[src/rtl/comp_seq_if.sv]
// rtl/comp_seq_if.sv - operand/mode request and held-result bundle for comp_seq
interface comp_seq_if #(
    parameter int WIDTH = 16
);
    logic             in_valid;
    logic             in_ready;
    logic [WIDTH-1:0] a;
    logic [WIDTH-1:0] b;
    logic             sgn;
    logic             abort;
    logic             out_valid;
    logic             gt;
    logic             lt;
    logic             eq;

    modport master (
        output in_valid, a, b, sgn, abort,
        input  in_ready, out_valid, gt, lt, eq
    );

    modport slave (
        input  in_valid, a, b, sgn, abort,
        output in_ready, out_valid, gt, lt, eq
    );
endinterface

[src/rtl/comp_seq.sv]
// rtl/comp_seq.sv - iterative MSB-first magnitude comparator, DIGIT bits per cycle
// Unsigned or two's-complement per operation; result held in DONE until accept/abort/reset.
module comp_seq #(
    parameter int WIDTH = 16,
    parameter int DIGIT = 4
) (
    input  logic       clk,
    input  logic       rst,
    comp_seq_if.slave  bus
);
    localparam int NCHUNK = WIDTH / DIGIT;
    localparam int IW     = (NCHUNK > 1) ? $clog2(NCHUNK) : 1;

    if (DIGIT < 1 || DIGIT > WIDTH || (WIDTH % DIGIT) != 0) begin : g_bad_param
        $error("comp_seq: DIGIT must be in 1..WIDTH and divide WIDTH");
    end

    typedef enum logic [1:0] {
        IDLE = 2'd0,
        CMP  = 2'd1,
        DONE = 2'd2
    } state_t;

    state_t           state_q;
    logic [WIDTH-1:0] ra_q;
    logic [WIDTH-1:0] rb_q;
    logic             sgn_q;
    logic [IW-1:0]    idx_q;
    logic             out_valid_q;
    logic             gt_q;
    logic             lt_q;
    logic             eq_q;

    logic [DIGIT-1:0] chunk_a;
    logic [DIGIT-1:0] chunk_b;
    logic             top_chunk;
    logic             accept;

    // Signed mode flips the sign bit of the top chunk only, turning the
    // two's-complement order into a plain unsigned order chunk by chunk.
    always_comb begin
        top_chunk = (idx_q == IW'(NCHUNK - 1));
        chunk_a   = DIGIT'(ra_q >> (DIGIT * int'(idx_q)));
        chunk_b   = DIGIT'(rb_q >> (DIGIT * int'(idx_q)));
        if (sgn_q && top_chunk) begin
            chunk_a[DIGIT-1] = ~chunk_a[DIGIT-1];
            chunk_b[DIGIT-1] = ~chunk_b[DIGIT-1];
        end
    end

    assign accept       = bus.in_valid && (state_q != CMP);
    assign bus.in_ready = (state_q != CMP);
    assign bus.out_valid = out_valid_q;
    assign bus.gt        = gt_q;
    assign bus.lt        = lt_q;
    assign bus.eq        = eq_q;

    always_ff @(posedge clk or posedge rst) begin
        if (rst) begin
            state_q     <= IDLE;
            ra_q        <= '0;
            rb_q        <= '0;
            sgn_q       <= 1'b0;
            idx_q       <= IW'(NCHUNK - 1);
            out_valid_q <= 1'b0;
            gt_q        <= 1'b0;
            lt_q        <= 1'b0;
            eq_q        <= 1'b0;
        end else begin
            case (state_q)
                IDLE: begin
                    if (accept) begin
                        ra_q    <= bus.a;
                        rb_q    <= bus.b;
                        sgn_q   <= bus.sgn;
                        idx_q   <= IW'(NCHUNK - 1);
                        state_q <= CMP;
                    end
                end
                CMP: begin
                    // Abort takes priority over a decision in the same cycle.
                    if (bus.abort) begin
                        state_q <= IDLE;
                    end else if (chunk_a > chunk_b) begin
                        gt_q        <= 1'b1;
                        out_valid_q <= 1'b1;
                        state_q     <= DONE;
                    end else if (chunk_a < chunk_b) begin
                        lt_q        <= 1'b1;
                        out_valid_q <= 1'b1;
                        state_q     <= DONE;
                    end else if (idx_q == '0) begin
                        eq_q        <= 1'b1;
                        out_valid_q <= 1'b1;
                        state_q     <= DONE;
                    end else begin
                        idx_q <= idx_q - 1'b1;
                    end
                end
                DONE: begin
                    if (bus.abort) begin
                        out_valid_q <= 1'b0;
                        gt_q        <= 1'b0;
                        lt_q        <= 1'b0;
                        eq_q        <= 1'b0;
                        state_q     <= IDLE;
                    end else if (accept) begin
                        ra_q        <= bus.a;
                        rb_q        <= bus.b;
                        sgn_q       <= bus.sgn;
                        idx_q       <= IW'(NCHUNK - 1);
                        out_valid_q <= 1'b0;
                        gt_q        <= 1'b0;
                        lt_q        <= 1'b0;
                        eq_q        <= 1'b0;
                        state_q     <= CMP;
                    end
                end
                default: begin
                    state_q <= IDLE;
                end
            endcase
        end
    end
endmodule

[src/flat_wrapper.sv]
// flat-port wrapper written by rule: the top's interface ports become plain ports
module comp_seq_flat 
#(
    parameter int WIDTH = 16,
    parameter int DIGIT = 4
)
  (clk, rst, bus_in_valid, bus_a, bus_b, bus_sgn, bus_abort, bus_in_ready, bus_out_valid, bus_gt, bus_lt, bus_eq);
  comp_seq_if #(.WIDTH(WIDTH)) bus_i ();
  input  logic clk;
  input  logic rst;
  input wire logic [$bits(bus_i.in_valid)-1:0] bus_in_valid;
  input wire logic [$bits(bus_i.a)-1:0] bus_a;
  input wire logic [$bits(bus_i.b)-1:0] bus_b;
  input wire logic [$bits(bus_i.sgn)-1:0] bus_sgn;
  input wire logic [$bits(bus_i.abort)-1:0] bus_abort;
  output wire logic [$bits(bus_i.in_ready)-1:0] bus_in_ready;
  output wire logic [$bits(bus_i.out_valid)-1:0] bus_out_valid;
  output wire logic [$bits(bus_i.gt)-1:0] bus_gt;
  output wire logic [$bits(bus_i.lt)-1:0] bus_lt;
  output wire logic [$bits(bus_i.eq)-1:0] bus_eq;
  assign bus_i.in_valid = bus_in_valid;
  assign bus_i.a = bus_a;
  assign bus_i.b = bus_b;
  assign bus_i.sgn = bus_sgn;
  assign bus_i.abort = bus_abort;
  assign bus_in_ready = bus_i.in_ready;
  assign bus_out_valid = bus_i.out_valid;
  assign bus_gt = bus_i.gt;
  assign bus_lt = bus_i.lt;
  assign bus_eq = bus_i.eq;
  comp_seq #(.WIDTH(WIDTH), .DIGIT(DIGIT)) u_core (.clk(clk), .rst(rst), .bus(bus_i));
endmodule
[config.mk]
export PLATFORM = sky130hd
export DESIGN_NAME = comp_seq_flat
export DESIGN_NICKNAME = d
export VERILOG_FILES = /design/src/rtl/comp_seq_if.sv /design/src/rtl/comp_seq.sv /design/src/flat_wrapper.sv
export SDC_FILE = /design/constraint.sdc
export NUM_CORES = 1
export LEC_CHECK = 0
export ABC_AREA = 0
export CAP_MARGIN = 20
export CORE_MARGIN = 2
export CORE_UTILIZATION = 30
export DETAILED_ROUTE_END_ITERATION = 16
export GPL_ROUTABILITY_DRIVEN = 0
export MAX_ROUTING_LAYER = met4
export PLACE_DENSITY = 0.52
export SYNTH_ARGS = -nofsm -noshare
export SYNTH_HDL_FRONTEND = slang
export SYNTH_SLANG_ARGS = --single-unit
[constraint.sdc]
create_clock -name clk -period 7.4 [get_ports clk]
set_clock_uncertainty 0.1 [all_clocks]
set_input_delay 1.11 -clock clk [delete_from_list [all_inputs] [get_ports clk]]
set_output_delay 1.11 -clock clk [all_outputs]
set_load 0.02 [all_outputs]
==> reports/metrics.yaml, run 1 <==
tns_ps: 0
drive_above_1_share_pct: 28.9
yosys.area.top_type: "dfrtp_1"
dp.cells: 292
min_period_ps: 3110
core_area_um2: 7210
p_total_uw: 1220
holdPathEnd: "u_core.ra_q[13]"
cap_violations: 0
totalWireLength_um: 4090
rows: 31
cts_buffers: 5
r2r_start: "u_core.idx_q[0]"
hp-start: "u_core.ra_q[13]"
final_common_cell: "clkdlybuf4s50_1"
first_pass_iters: 4
wl_per_cell_um: 13.6
areaGrowthSynthToFinish_pct: 27.2
cp-end-kind: "output port"
synth_simple_gate_area_share_pct: 5.63
drtIter0Drc: 59
pre_cts_slack_ps: 4240
slew_headroom_pct: 60.8
synth_top_family_by_area: "multiplexers"
drt-vias-per-instance: 4.46
ctsResizeCount: 0
htree_num_levels: 2
reg2reg_slack_ps: 4300
worst_ep_required_time_ps: 6190
layout.nets: 247
synth-compound-area-share_pct: 6.47
n_antenna_cell: 0
cts_sinks: 41
yosys_register_bits: 41
internal-power_uw: 814
grt_pass1_wl_um: 6960
chipWidth_um: 90.1
worstPathArrival_ps: 1900
seqPwrFrac_pct: 33.9
fin_cells: 300
setup_slack_ps: 4290
start_util_pct: 30.8
r2r_end: "u_core.bus.out_valid"
hpwl_um: 2970
cp_max_fo: 9
cp_cell_sequence: "inv_1, ha_1, clkinv_4, clkdlybuf4s50_1"
p_per_area_nw_per_um2: 431
drc: 0
clk_path_buf_depth: 2
avgSynthCellArea_um2: 14.1
rsz0062_at_grt: "false"
swShare_pct: 33.2
io_pins: 42
syn_area_um2: 2220
synth_edf_count: 0
port_buffers: 41
cp_slowest_cell: "clkdlybuf4s50_1"
grt_max_degree: 42
synthTopCellsByArea: "dfrtp_1, mux2_4, mux4_2, ha_1, dfstp_2"
vias: 1337
cts_root_buffer: "clkbuf_8"
synth_top_area_share_pct: 43.9
cts_hold_buf: 0
final.period_utilization_pct: 42.0
synth_flop_cell: "dfrtp_1"
grt_use_total_pct: 11.2
max_freq_ghz: 0.321
synthCells: 158
antenna_found_initial: 0
synth_nets: 205
max_stage_delay_ps: 560
synth_fa_ha_area_share_pct: 5.63
p_leak_uw: 0.00124
dieArea_um2: 8120
overflow: 0
combPwrFrac_pct: 50.8
grt_pass1_vias: 1410
synth.mux.area_fraction_pct: 30.4
yosys_warnings: 0
r2r_cells: 7
hp-class: "register to register"
seq_area_frac_synth_pct: 46.3
min_path_cells: 1
fp.dieH_um: 90.1
clock_latency_ps: 290
postLayoutCoreUtil_pct: 39.2
clkTransAtPathRegs_ps: 80
crit_type: "register to output port"
max-vdd-ir-drop_uv: 137
async_reset_ff_share_pct: 100
synth_xor_area_share_pct: 0.788
p_sw_uw: 404
antenna_left: 0
slew_violations: 0
final_cell_mix: "clkdlybuf4s50_1, dfrtp_1, mux2_4, nor2_1, ha_1"
cts_tree: "done"
critPathTopFamily: "buffers and inverters"
power.share.clock_pct: 15.4
synth_cell_types: 32
cts_setup_buffers: 0
setup_viol: 0
status: "completed"
worst-path-buf-inv: 3
hold_viol: 0
worst_setup_path_start_kind: "register"
worst_slew_pin_slew_ps: 587
state kept, by name (all words and copies together), names as in the netlist:
signal and count:
u_core.sgn_q 1, u_core.state_q 2, u_core.bus.lt 1, u_core.bus.out_valid 1, u_core.bus.gt 1, u_core.idx_q 2
u_core.rb_q 16, u_core.bus.eq 1, u_core.ra_q 16
routing by layer:
metal,part of all wire [%],vias up,GRT usage [%]
met4,1.0,0,3.85
met5,0,-,-
met3,4.6,5,3.10
li1,-,649,-
met1,48,656,15.3
met2,46,27,15.9
through the flow:
| step | cell area (µm²) | hold slack, ps |
|---|---|---|
| global route | 2830 | 429 |
| floorplan | 2220 | 376 |
| detailed placement | 2710 | 393 |
| CTS | 2830 | 415 |
| global placement | 2710 | 394 |
| finish | 2830 | 413 |
Yosys cell counts (all sizes together), types with 2 or more instances:
cell type,instances
dfrtp,39
mux2,34
nor2,11
ha,10
inv,9
buf,8
mux4,8
nand2,5
a21oi,4
nand3,4
o21ai,3
dfstp,2
nor2b,2
nor3,2
o21a,2
o21bai,2
power by group through the flow:
stage                     clock [µW]  combinational, µW  sequential (µW)
after global placement             0                609              422
after global routing             204                681              431
final                            187                618              413
after CTS                        193                624              416
after floorplan                    0                523              391
after detailed placement           0                620              419
cell families after synthesis:
| kind of cell | after synthesis |
|---|---|
| xor gates and xnor gates | 2 |
| DFF | 41 |
| muxes | 42 |
| buffers and inverters | 18 |
| adders and majority gates | 10 |
| and+or+nand+nor | 26 |
| AOI/OAI and AO/OA | 19 |
how the worst max path moves through the flow:
stage	from	to	slack [ps]	cells past startpoint
after detailed placement	bus_abort	u_core.ra_q[1]	4240	4
after floorplan	u_core.idx_q[0]	u_core.bus.out_valid	4590	8
after global routing	u_core.idx_q[0]	u_core.bus.out_valid	4140	7
final	u_core.state_q[1]	bus_in_ready	4290	4
after global placement	bus_abort	u_core.ra_q[1]	4250	4
after CTS	u_core.idx_q[0]	u_core.bus.out_valid	4270	7
layout make-up:
type	count	area, µm²
Tap cell	99	124
Inverter	10	42.5
Fill cell	723	4390
Clock buffer	6	82.6
Sequential cell	41	1030
Multi-Input combinational cell	99	1090
Timing Repair Buffer	43	425
Clock inverter	2	37.5
(Power assumes the default switching activity.)
==> inputs of run 2 (changes only) <==
PLACE_DENSITY = 0.54   (was 0.52)
clock period = 2.64 ns   (was 7.4 ns; I/O delays follow)
==> reports/metrics.yaml, run 2 (same netlist as run 1, synthesis figures left out) <==
hp-class: "register to register"
max_freq_ghz: 0.357
drc: 0  # unchanged
tns_ps: -473  # -473 ps
cts_tree: "done"
p_sw_uw: 1240  # +210%
vias: 1407  # +5.2%
overflow: 0  # unchanged
reg_top3: "u_core.ra_q: 16 flops, u_core.rb_q: 16 flops"
first_pass_iters: 4  # unchanged
final_cell_mix: "clkdlybuf4s50_1, dfrtp_1, mux2_4, buf_4"
n_antenna_cell: 0  # unchanged
setup_viol: 4  # +4
cts_hold_buf: 0  # unchanged
worst_slew_pin_slew_ps: 526  # -61.0 ps
htree_num_levels: 2  # unchanged
worst_setup_path_start_kind: "register"
setup_slack_ps: -161  # -4450 ps
status: "finished with violations"
antenna_left: 0  # unchanged
cts_sinks: 41  # unchanged
slew_headroom_pct: 64.9  # +4.1 points
postLayoutCoreUtil_pct: 41.4  # +2.2 points
areaGrowthSynthToFinish_pct: 34.2
cap_violations: 0  # unchanged
crit_type: "register to register"
cts_buffers: 5  # unchanged
p_per_area_nw_per_um2: 1250  # +190%
grt_pass1_wl_um: 7430  # +6.8%
combPwrFrac_pct: 55.6  # +4.8 points
min_path_cells: 2  # +1
violations: "setup timing"
io_pins: 42  # unchanged
final_common_cell: "clkdlybuf4s50_1"
grt_pass1_vias: 1498  # +6.2%
totalWireLength_um: 4360  # +6.5%
layout.nets: 259  # +4.9%
hpwl_um: 3120  # +5.0%
cp_max_fo: 5  # -4
min_period_ps: 2800
cp-end-kind: "register"
wl_per_cell_um: 14.0  # +2.4%
core_area_um2: 7210  # unchanged
chipWidth_um: 90.1  # unchanged
clock_latency_ps: 290  # about the same
drive_above_1_share_pct: 36.2  # +7.3 points
internal-power_uw: 2500  # +210%
power.share.clock_pct: 14.0  # -1.4 points
r2r_cells: 7  # unchanged
antenna_found_initial: 0  # unchanged
max-vdd-ir-drop_uv: 396  # +190%
swShare_pct: 33.1  # -0.070 points
rows: 31  # unchanged
worst_ep_required_time_ps: 2730  # -3460 ps
p_leak_uw: 0.00133  # +6.5%
clkTransAtPathRegs_ps: 80  # about the same
final.period_utilization_pct: 106
seqPwrFrac_pct: 30.4  # -3.5 points
hold_viol: 0  # unchanged
rsz0062_at_grt: "true"
clk_path_buf_depth: 2  # unchanged
grt_use_total_pct: 11.8  # +0.66 points
dieArea_um2: 8120  # unchanged
drtIter0Drc: 73  # +24%
slew_violations: 0  # unchanged
fp.dieH_um: 90.1  # unchanged
port_buffers: 41  # unchanged
worstPathArrival_ps: 2890  # +990 ps
start_util_pct: 30.8  # unchanged
grt_max_degree: 42  # unchanged
drt-vias-per-instance: 4.51  # +1.2%
cts_root_buffer: "clkbuf_8"
==> run 2: path summary, 6_finish.rpt <==
| path | from | endpoint | slack, ps |
|---|---|---|---|
| max | u_core.idx_q[0] | u_core.bus.out_valid | -160 |
| min | u_core.bus.gt | u_core.bus.gt | 400 |
| max reg2reg | u_core.idx_q[0] | u_core.bus.out_valid | -160 |
| min reg2reg | u_core.bus.gt | u_core.bus.gt | 400 |
| max in group asynchronous | rst | u_core.ra_q[10] | 1650 |
| min in group asynchronous | rst | u_core.rb_q[15] | 420 |
==> run 2: repair_timing <==
action | in CTS | in global routing
buffers inserted | 3 | 2
setup endpoints to repair | 5 | 8
resized for setup | 5 | 6
pin swaps | 4 | 3
==> run 2: power by group through the flow <==
stage               Clock (µW)  Combinational, µW  Sequential (µW)
floorplan                    0               1500             1100
global placement             0               1840             1150
detailed placement           0               1870             1150
CTS                        537               2030             1140
global route               564               2260             1180
finish                     522               2070             1140
==> run 2: worst max-delay path, cell delays in order (launching register included) <==
cell and delay, ps:
dfstp_2 590, mux4_2 540, xnor2_2 150, ha_1 320, a21o_1 190, o311a_4 340, nor2_2 110, mux2_2 340
==> run 2: through the flow <==
step | setup WS, ps | std cells | power, µW | hold slack, ps | cell area (µm²)
4_1_cts | -166 | 310 | 3710 | 404 | 2940
6_report | -161 | 312 | 3730 | 403 | 2980
3_5_place_dp | -150 | 299 | 3010 | 385 | 2790
5_1_grt | -254 | 312 | 4000 | 423 | 2980
3_3_place_gp | -107 | 299 | 2990 | 390 | 2790
2_1_floorplan | -55.3 | 158 | 2590 | 376 | 2240
==> run 2: per-layer routing <==
metal | vias to the layer above | wire length (µm) | GRT usage, %
met2 | 28 | 2020 | 17.5
met4 | 0 | 54 | 3.46
met3 | 5 | 187 | 3.86
met1 | 699 | 2090 | 15.6
li1 | 675 | - | -
met5 | - | 0 | -
==> run 2: cell type report <==
type / count / area [µm²]
Clock inverter: 1 / 30.0
Sequential cell: 41 / 1030
Clock buffer: 7 / 86.3
Multi-Input combinational cell: 99 / 1140
Fill cell: 708 / 4230
Tap cell: 99 / 124
Timing Repair Buffer: 55 / 536
Inverter: 10 / 42.5
==> inputs of run 3 (changes only) <==
CTS_BUF_LIST = sky130_fd_sc_hd__clkbuf_16   (was unset)
==> reports/metrics.yaml, run 3 (same netlist as run 1, synthesis figures left out) <==
whs_ps: 397  # -5.95 ps
antenna_left: 0  # unchanged
cp_max_fo: 5  # unchanged
p_leak_uw: 0.00135  # +2.1%
chipWidth_um: 90.1  # unchanged
clock_latency_ps: 280  # about the same
pre_cts_slack_ps: -150  # unchanged
port_buffers: 41  # unchanged
n_antenna_cell: 0  # unchanged
worst_slew_pin_slew_ps: 526  # -0.103 ps
route.met2.wl_um: 2060  # +1.7%
grt_pass1_wl_um: 7470  # +0.55%
crit_type: "register to register"
max-vdd-ir-drop_uv: 415  # +4.9%
p_per_area_nw_per_um2: 1280  # +2.7%
core_area_um2: 7210  # unchanged
hold_viol: 0  # unchanged
rsz0062_at_grt: "true"
drc: 0  # unchanged
io_pins: 42  # unchanged
violations: "setup timing"
grt_use_total_pct: 11.9  # +0.11 points
totalWireLength_um: 4380  # +0.53%
cts_tree: "done"
clkTransAtPathRegs_ps: 60  # -20 ps
overflow: 0  # unchanged
fin_cells: 313  # +0.32%
vias: 1428  # +1.5%
cp-end-kind: "register"
cts_root_buffer: "clkbuf_16"
cts_sinks: 41  # unchanged
rows: 31  # unchanged
drtIter0Drc: 87  # +19%
final.period_utilization_pct: 105  # -0.62 points
min_period_ps: 2780  # -16.2 ps
grt_pass1_vias: 1507  # +0.60%
drive_above_1_share_pct: 36.9  # +0.77 points
slew_violations: 0  # unchanged
met1_length_um: 2080  # -0.53%
antenna_found_initial: 0  # unchanged
wl_per_cell_um: 14.0  # +0.21%
drt-vias-per-instance: 4.56  # +1.2%
cap_violations: 0  # unchanged
p_total_uw: 3920  # +5.0%
first_pass_iters: 3  # -1
cts_hold_buf: 0  # unchanged
hpwl_um: 3120  # unchanged
max_freq_ghz: 0.359  # +0.58%
final_common_cell: "clkdlybuf4s50_1"
grt_max_degree: 42  # unchanged
areaGrowthSynthToFinish_pct: 37.2
wl_met3_um: 162  # -13%
hp-class: "register to register"
worst_setup_path_start_kind: "register"
dp.cells: 299  # unchanged
setup_viol: 4  # unchanged
dieArea_um2: 8120  # unchanged
fp.dieH_um: 90.1  # unchanged
clk_path_buf_depth: 2  # unchanged
layout.nets: 260  # +0.39%
reg_top3: "u_core.ra_q: 16 flops, u_core.rb_q: 16 flops"
htree_num_levels: 2  # unchanged
slew_headroom_pct: 64.9  # about the same
top_layer_used: "met4"
setup_slack_ps: -144  # +16.2 ps
worstPathArrival_ps: 2850  # -40 ps
start_util_pct: 30.8  # unchanged
cts_buffers: 5  # unchanged
status: "finished with violations"
final_cell_mix: "clkdlybuf4s50_1, dfrtp_1, mux2_4, buf_4, nor2_1"
worst_ep_required_time_ps: 2700  # -30 ps
[run 3: final cells by class]
| type | instances | area [µm²] |
|---|---|---|
| clock inverters | 3 | 37.5 |
| inverters | 10 | 42.5 |
| repair buffers | 56 | 543 |
| clock buffers | 5 | 125 |
| fillers | 696 | 4160 |
| multi-input cells | 99 | 1150 |
| well taps | 99 | 124 |
| flip-flops and latches | 41 | 1030 |
[run 3: metrics by stage]
stage	util, %	instance area (µm²)	TNS [ps]
3_3_place_gp	38.6	2790	-228
5_1_grt	42.3	3050	-1050
2_1_floorplan	-	2240	-55.3
4_1_cts	41.5	2990	-470
6_report	42.3	3050	-390
3_5_place_dp	38.6	2790	-367
[run 3: where the power goes]
part | total, µW | internal [µW] | switching, µW
logic | 2110 | 1270 | 839
clock network | 668 | 439 | 229
registers | 1140 | 946 | 193
total | 3920 | 2650 | 1260
[run 3: routing by layer]
layer / track usage [%] / vias to the layer above
met1: 15.6 / 706
met3: 2.85 / 9
met5: - / -
met4: 5.00 / 0
met2: 17.9 / 29
li1: - / 684
[run 3: repair_timing]
item	in CTS	in global routing
pin swaps	4	3
endpoints found under the hold margin	0	0
endpoints found under the setup margin	5	8
setup buffers	3	3
resized for setup	6	7
gates cloned	0	0
[run 3: worst paths after layout]
check | cells after the start | endpoint | slack (ps) | start
setup / recovery | 7 | u_core.bus.out_valid | -140 | u_core.idx_q[0]
hold / removal | 2 | u_core.bus.gt | 400 | u_core.bus.gt
setup reg to reg | 7 | u_core.bus.out_valid | -140 | u_core.idx_q[0]
hold reg to reg | 2 | u_core.bus.gt | 400 | u_core.bus.gt
max in group asynchronous | 3 | u_core.ra_q[10] | 1630 | rst
min in group asynchronous | 3 | u_core.rb_q[15] | 440 | rst
[run 3: worst max-delay path, stage by stage, from the launching register on]
cell	delay, ps
dfstp_2	590
mux4_2	540
xnor2_2	150
ha_1	320
a21o_1	190
o311a_4	340
nor2_2	110
mux2_2	340
==> RTL edit 1, RTL diff (settings of run 2) <==
The 3 states of `state_t` get a one-hot encoding in 3 bits.
--- a/src/rtl/comp_seq.sv
+++ b/src/rtl/comp_seq.sv
@@ -16,8 +16,8 @@
     end
 
-    typedef enum logic [1:0] {
-        IDLE = 2'd0,
-        CMP  = 2'd1,
-        DONE = 2'd2
+    typedef enum logic [2:0] {
+        IDLE = 3'b001,
+        CMP  = 3'b010,
+        DONE = 3'b100
     } state_t;
 
Formal check against the unedited RTL: same outputs for any inputs over 10 cycles, from zero or initial values and one cycle with rst high; not proved beyond that.
==> RTL edit 1 against run 2 <==
The flow still finishes with violations (negative setup slack). Die area is 6.9% lower. Clock power is 16% lower. Area after synthesis is 7.2% lower. Worst setup slack better by 0.098 ns. Design area is 5.5% lower. Sequential cell count is 1 higher. Wire length is 8.3% lower. Total power is 6.2% lower. Critical endpoint is now u_core.idx_q[0].
==> RTL edit 1: results (changes against run 2) <==
* Place WS at -0.1353 ns (+0.01461 ns)
* Initial antenna violation count at 0 (unchanged)
* Ant diodes at 0 (unchanged)
* Syn Nets at 193 (-5.9%)
* Ratio of cells with drive above 1 in the final layout at 0.3382 (-0.02327)
* Post-detailed-route wirelength per cell at 14.06 µm (+0.70%)
* Nets at 246 (-5.0%)
* Final WS setup at -0.06252 ns (+0.09817 ns)
* Most instantiated cells after synthesis: 39 x dfrtp_1, 27 x mux2_2, 9 x inv_1
* DR pass1 iterations at 4 (unchanged)
* Top Registers: u_core.ra_q x16, u_core.rb_q x16, u_core.state_q x3
* Cell leakage power at 1.206 nW (-9.0%)
* Sequential area share after synthesis at 0.5112 (+0.04864)
* Port bufs at 41 (unchanged)
* Worst slew pin tran at 0.5290 ns (+0.002750 ns)
* Peak supply drop at 0.4045 mV (+2.2%)
* H-tree depth at 2 (unchanged)
* Drt initial violations at 55 (-25%)
* Status: complete, but fails checks
* Final setup vio count at 2 (-2)
* Post-DP HPWL at 2905 µm (-6.9%)
* Top FF cell, synth: dfrtp_1
* Overall Global Routing Usage at 0.1144 (-0.003815)
* Post-synthesis async set-or-reset flop share at 1.000 (unchanged)
* Vias in the first global route at 1362 (-9.1%)
* Synth top area cells: dfrtp_1 47%, mux2_2 15%, mux4_2 8.7%, dfstp_2 3.8%, ha_1 3.6%
* Clock tree root driver cell: clkbuf_8
* Count of different cell masters after synthesis at 34 (+6.3%)
* Clock-pin transition on the worst setup and hold timing paths at 0.08 ns (about the same)
* TritonCTS buffer count at 5 (unchanged)
* Top Family by Delay on Critical Path: multiplexers
* Worst path slowest cell: dfstp_2
* Yosys warnings at 0 (unchanged)
* Violated checks: negative setup slack
* CP Max Fanout at 4 (-1)
* Pin count of the biggest net entering global routing at 43 (+2.4%)
* Clock Latency Late Sink at 0.29 ns (about the same)
* Dpl cell area at 2634 µm² (-5.4%)
* Vias/cell at 4.680 (+3.8%)
* First-pass GRT wire length at 6499 µm (-13%)
* Longest Clk Path Bufs at 2 (unchanged)
* Slowest stage delay, CP at 0.59 ns (about the same)
* Worst hold-check path type: register to register
-- RTL edit 1: cell types whose count changed after synthesis, moves of 2 or more --
cell	delta
nor2b_1	-2
mux2_4	-30
nor2_1	-6
nand2b_1	+2
o21ai_2	+2
and2b_1	+2
mux2_1	+6
ha_1	-4
mux2_2	+23
nor3b_1	+2
buf_6	-4
nand3_1	-4
a21oi_1	+2
nand4_1	+2
-- RTL edit 1: final timing paths --
kind	from	end	slack [ns]	cells past startpoint
worst max-delay path	u_core.idx_q[1]	u_core.idx_q[0]	-0.06	8
worst min-delay path	u_core.ra_q[8]	u_core.ra_q[8]	0.39	1
worst max register to register	u_core.idx_q[1]	u_core.idx_q[0]	-0.06	8
worst min register to register	u_core.ra_q[8]	u_core.ra_q[8]	0.39	1
max in group asynchronous	rst	u_core.state_q[0]	1.63	3
min in group asynchronous	rst	u_core.state_q[2]	0.42	3
-- RTL edit 1: cell families (layout without fill, tap and decap cells) --
kind of cell             Yosys count  in the layout  share of synthesized area
AO/OA/AOI/OAI                     19             19                    0.07217
adder cells (fa/ha/maj)            6              6                    0.03638
flip-flops                        42             42                     0.5112
XOR/XNOR                           2              2                   0.008492
buffers and inverters             14             68                    0.02850
multiplexers                      42             42                     0.2723
AND/OR/NAND/NOR                   25             25                    0.07095
-- RTL edit 1: where the power goes --
part | internal, mW | total (mW) | switching (mW)
clock | 0.210 | 0.436 | 0.226
combinational | 1.12 | 1.92 | 0.805
sequential | 0.966 | 1.14 | 0.175
-- RTL edit 1: what timing repair did --
item / in CTS / in global routing
buffers inserted: 1 / 1
gates resized for setup: 3 / 7
setup endpoints to repair: 5 / 7
pin swaps: 3 / 4
-- RTL edit 1: cell type report --
| class | count | area, µm² |
|---|---|---|
| clock buffers | 6 | 82.58 |
| clock inverters | 2 | 12.51 |
| fillers | 631 | 3897 |
| inverters | 9 | 33.78 |
| multi-input cells | 94 | 1027 |
| flip-flops and latches | 42 | 1055 |
| well taps | 80 | 100.1 |
| repair buffers | 51 | 510.5 |
-- RTL edit 1: through the flow --
| stage | utilization | TNS [ns] | power (mW) | std cells |
|---|---|---|---|---|
| 4_1_cts | 0.4091 | -0.3063 | 3.193 | 283 |
| 6_report | 0.4199 | -0.07265 | 3.500 | 284 |
| 2_1_floorplan | - | -0.006385 | 2.203 | 150 |
| 3_5_place_dp | 0.3920 | -0.2324 | 2.651 | 274 |
| 5_1_grt | 0.4199 | -0.8243 | 3.781 | 284 |
| 3_3_place_gp | 0.3920 | -0.07391 | 2.624 | 274 |
-- RTL edit 1: layer usage --
layer / track usage / routed length [µm] / vias to the layer above
li1: - / - / 642
met1: 0.1566 / 1935 / 649
met2: 0.1693 / 1837 / 36
met3: 0.03318 / 214 / 2
met4: 0.02557 / 6 / 0
met5: - / 0 / -
==> RTL edit 2, RTL diff (config.mk and constraints of run 2) <==
Made on the original files. `DIGIT` is set to 4 in 2 places; all go to 8.
--- a/src/rtl/comp_seq.sv
+++ b/src/rtl/comp_seq.sv
@@ -3,5 +3,5 @@
 module comp_seq #(
     parameter int WIDTH = 16,
-    parameter int DIGIT = 4
+    parameter int DIGIT = 8
 ) (
     input  logic       clk,
--- a/src/flat_wrapper.sv
+++ b/src/flat_wrapper.sv
@@ -3,5 +3,5 @@
 #(
     parameter int WIDTH = 16,
-    parameter int DIGIT = 4
+    parameter int DIGIT = 8
 )
   (clk, rst, bus_in_valid, bus_a, bus_b, bus_sgn, bus_abort, bus_in_ready, bus_out_valid, bus_gt, bus_lt, bus_eq);
Function: changed (Yosys sat finds a counterexample within 4 cycles, from zero or initial values and one cycle with rst high).
==> RTL edit 2 against run 2 <==
Sequential cell count shrank 1. Combinational power shrank 25%. Design area down 7.0%. Cell count did not move. Wire length fell by 10%. Fmax is 13% higher. Non-clock buffer count is 7 lower. Worst setup slack better by 0.32 ns. Total power fell by 18%. Area after synthesis fell by 4.7%. Sequential share of layout area increased by 1.6 points.
==> RTL edit 2: results (changes against run 2) <==
* Met3 usage at 0.03299 (-0.005571)
* Port bufs at 41 (unchanged)
* Post-DP HPWL at 2919 µm (-6.5%)
* Internal at 1.977 mW (-21%)
* Clock Latency Late Sink at 0.29 ns (about the same)
* Routed wl met3 at 190 µm (+1.6%)
* Post-CTS Setup Bufs at 0 (-3)
* Status: finished, final reports clean
* Syn Nets at 214 (+4.4%)
* Met2 wire length at 1675 µm (-17%)
* CP Max Fanout at 6 (+1)
* Pin count of the biggest net entering global routing at 41 (-2.4%)
* TritonCTS buffer count at 5 (unchanged)
* DR pass1 iterations at 4 (unchanged)
* Drt initial violations at 61 (-16%)
* Adder-Cell Fraction of Synth Area at 0.07084 (+0.01456)
* # placed instances at 302 (+1.0%)
* Cell leakage power at 1.197 nW (-9.7%)
* Met1 WL at 2002 µm (-4.2%)
* Slowest stage delay, CP at 0.62 ns (+0.03 ns)
* Synth Area in Compound Gates at 0.09327 (+0.02855)
* Post-detailed-route wirelength per cell at 12.56 µm (-10%)
* Dpl cell area at 2658 µm² (-4.6%)
* Vias in the first global route at 1392 (-7.1%)
* Power Combinational at 1.56 mW (-25%)
* Overall Global Routing Usage at 0.1142 (-0.004043)
* Ratio of cells with drive above 1 in the final layout at 0.2917 (-0.06984)
* Top sig layer: met4
* First-pass GRT wire length at 6644 µm (-11%)
* Sequential area share after synthesis at 0.4728 (+0.01027)
* Worst hold-check path type: register to register
* Gates resized, CTS repair at 0 (-5)
* Most instantiated cells after synthesis: 39 x dfrtp_1, 36 x mux2_2, 12 x ha_1
* Post-Syn Area per Cell at 12.85 µm² (-8.7%)
* Yosys warnings at 0 (unchanged)
* Top Registers: u_core.ra_q x16, u_core.rb_q x16, u_core.state_q x2
* GRT met1 Usage at 0.1616 (+0.005679)
* Synth top area cells: dfrtp_1 46%, mux2_2 19%, ha_1 7.1%, mux2i_1 3.8%, mux2_4 2.8%
* GR Util met2 at 0.1584 (-0.01641)
* Count of different cell masters after synthesis at 36 (+13%)
* Nets at 264 (+1.9%)
* Post-Route WL at 3918 µm (-10%)
* Synth Area in XOR/XNOR at 0.008264 (+0.0003860)
* Place WS at 0.1560 ns (+0.3059 ns)
* Post-synthesis async set-or-reset flop share at 1.000 (unchanged)
* Peak supply drop at 0.3324 mV (-16%)
* Rel. slew slack at 0.6688 (+0.01960)
* Longest Clk Path Bufs at 2 (unchanged)
* Net Sw Frac at 0.3566 (+0.02546)
* Register share of total power at 0.355 (+0.051)
* Initial antenna violation count at 0 (unchanged)
* Top Family by Delay on Critical Path: flip-flops
* Area fraction of the dominant cell type after synthesis at 0.4604 (+0.02151)
* Ant diodes at 0 (unchanged)
* Vias/cell at 4.484 (-0.57%)
* Mux cell area share after synthesis at 0.2574 (-0.04650)
* Arr. time, crit path at 2.54 ns (-0.35 ns)
## RTL edit 2: changes by cell type after synthesis, sizes merged, moves of 4 or more
cell	run 2	this run
mux2i	0	8
mux4	8	0
mux2	34	40
a21oi	4	8
## RTL edit 2: worst paths after layout
kind                       slack, ns                   end  depth (start not counted)      startpoint
hold reg to reg                 0.41        u_core.rb_q[7]                          1  u_core.rb_q[7]
setup reg to reg                0.16  u_core.bus.out_valid                          7    u_core.idx_q
min in group asynchronous       0.42       u_core.rb_q[11]                          3             rst
max in group asynchronous       1.65          u_core.idx_q                          3             rst
hold / removal                  0.41        u_core.rb_q[7]                          1  u_core.rb_q[7]
setup / recovery                0.16  u_core.bus.out_valid                          7    u_core.idx_q
## RTL edit 2: cell type report
class                           count  area [µm²]
Clock buffer                        7       86.33
Clock inverter                      1       7.507
Fill cell                         686        4055
Inverter                            8       30.03
Multi-Input combinational cell    112        1055
Sequential cell                    40        1002
Tap cell                           96       120.1
Timing Repair Buffer               48       475.5
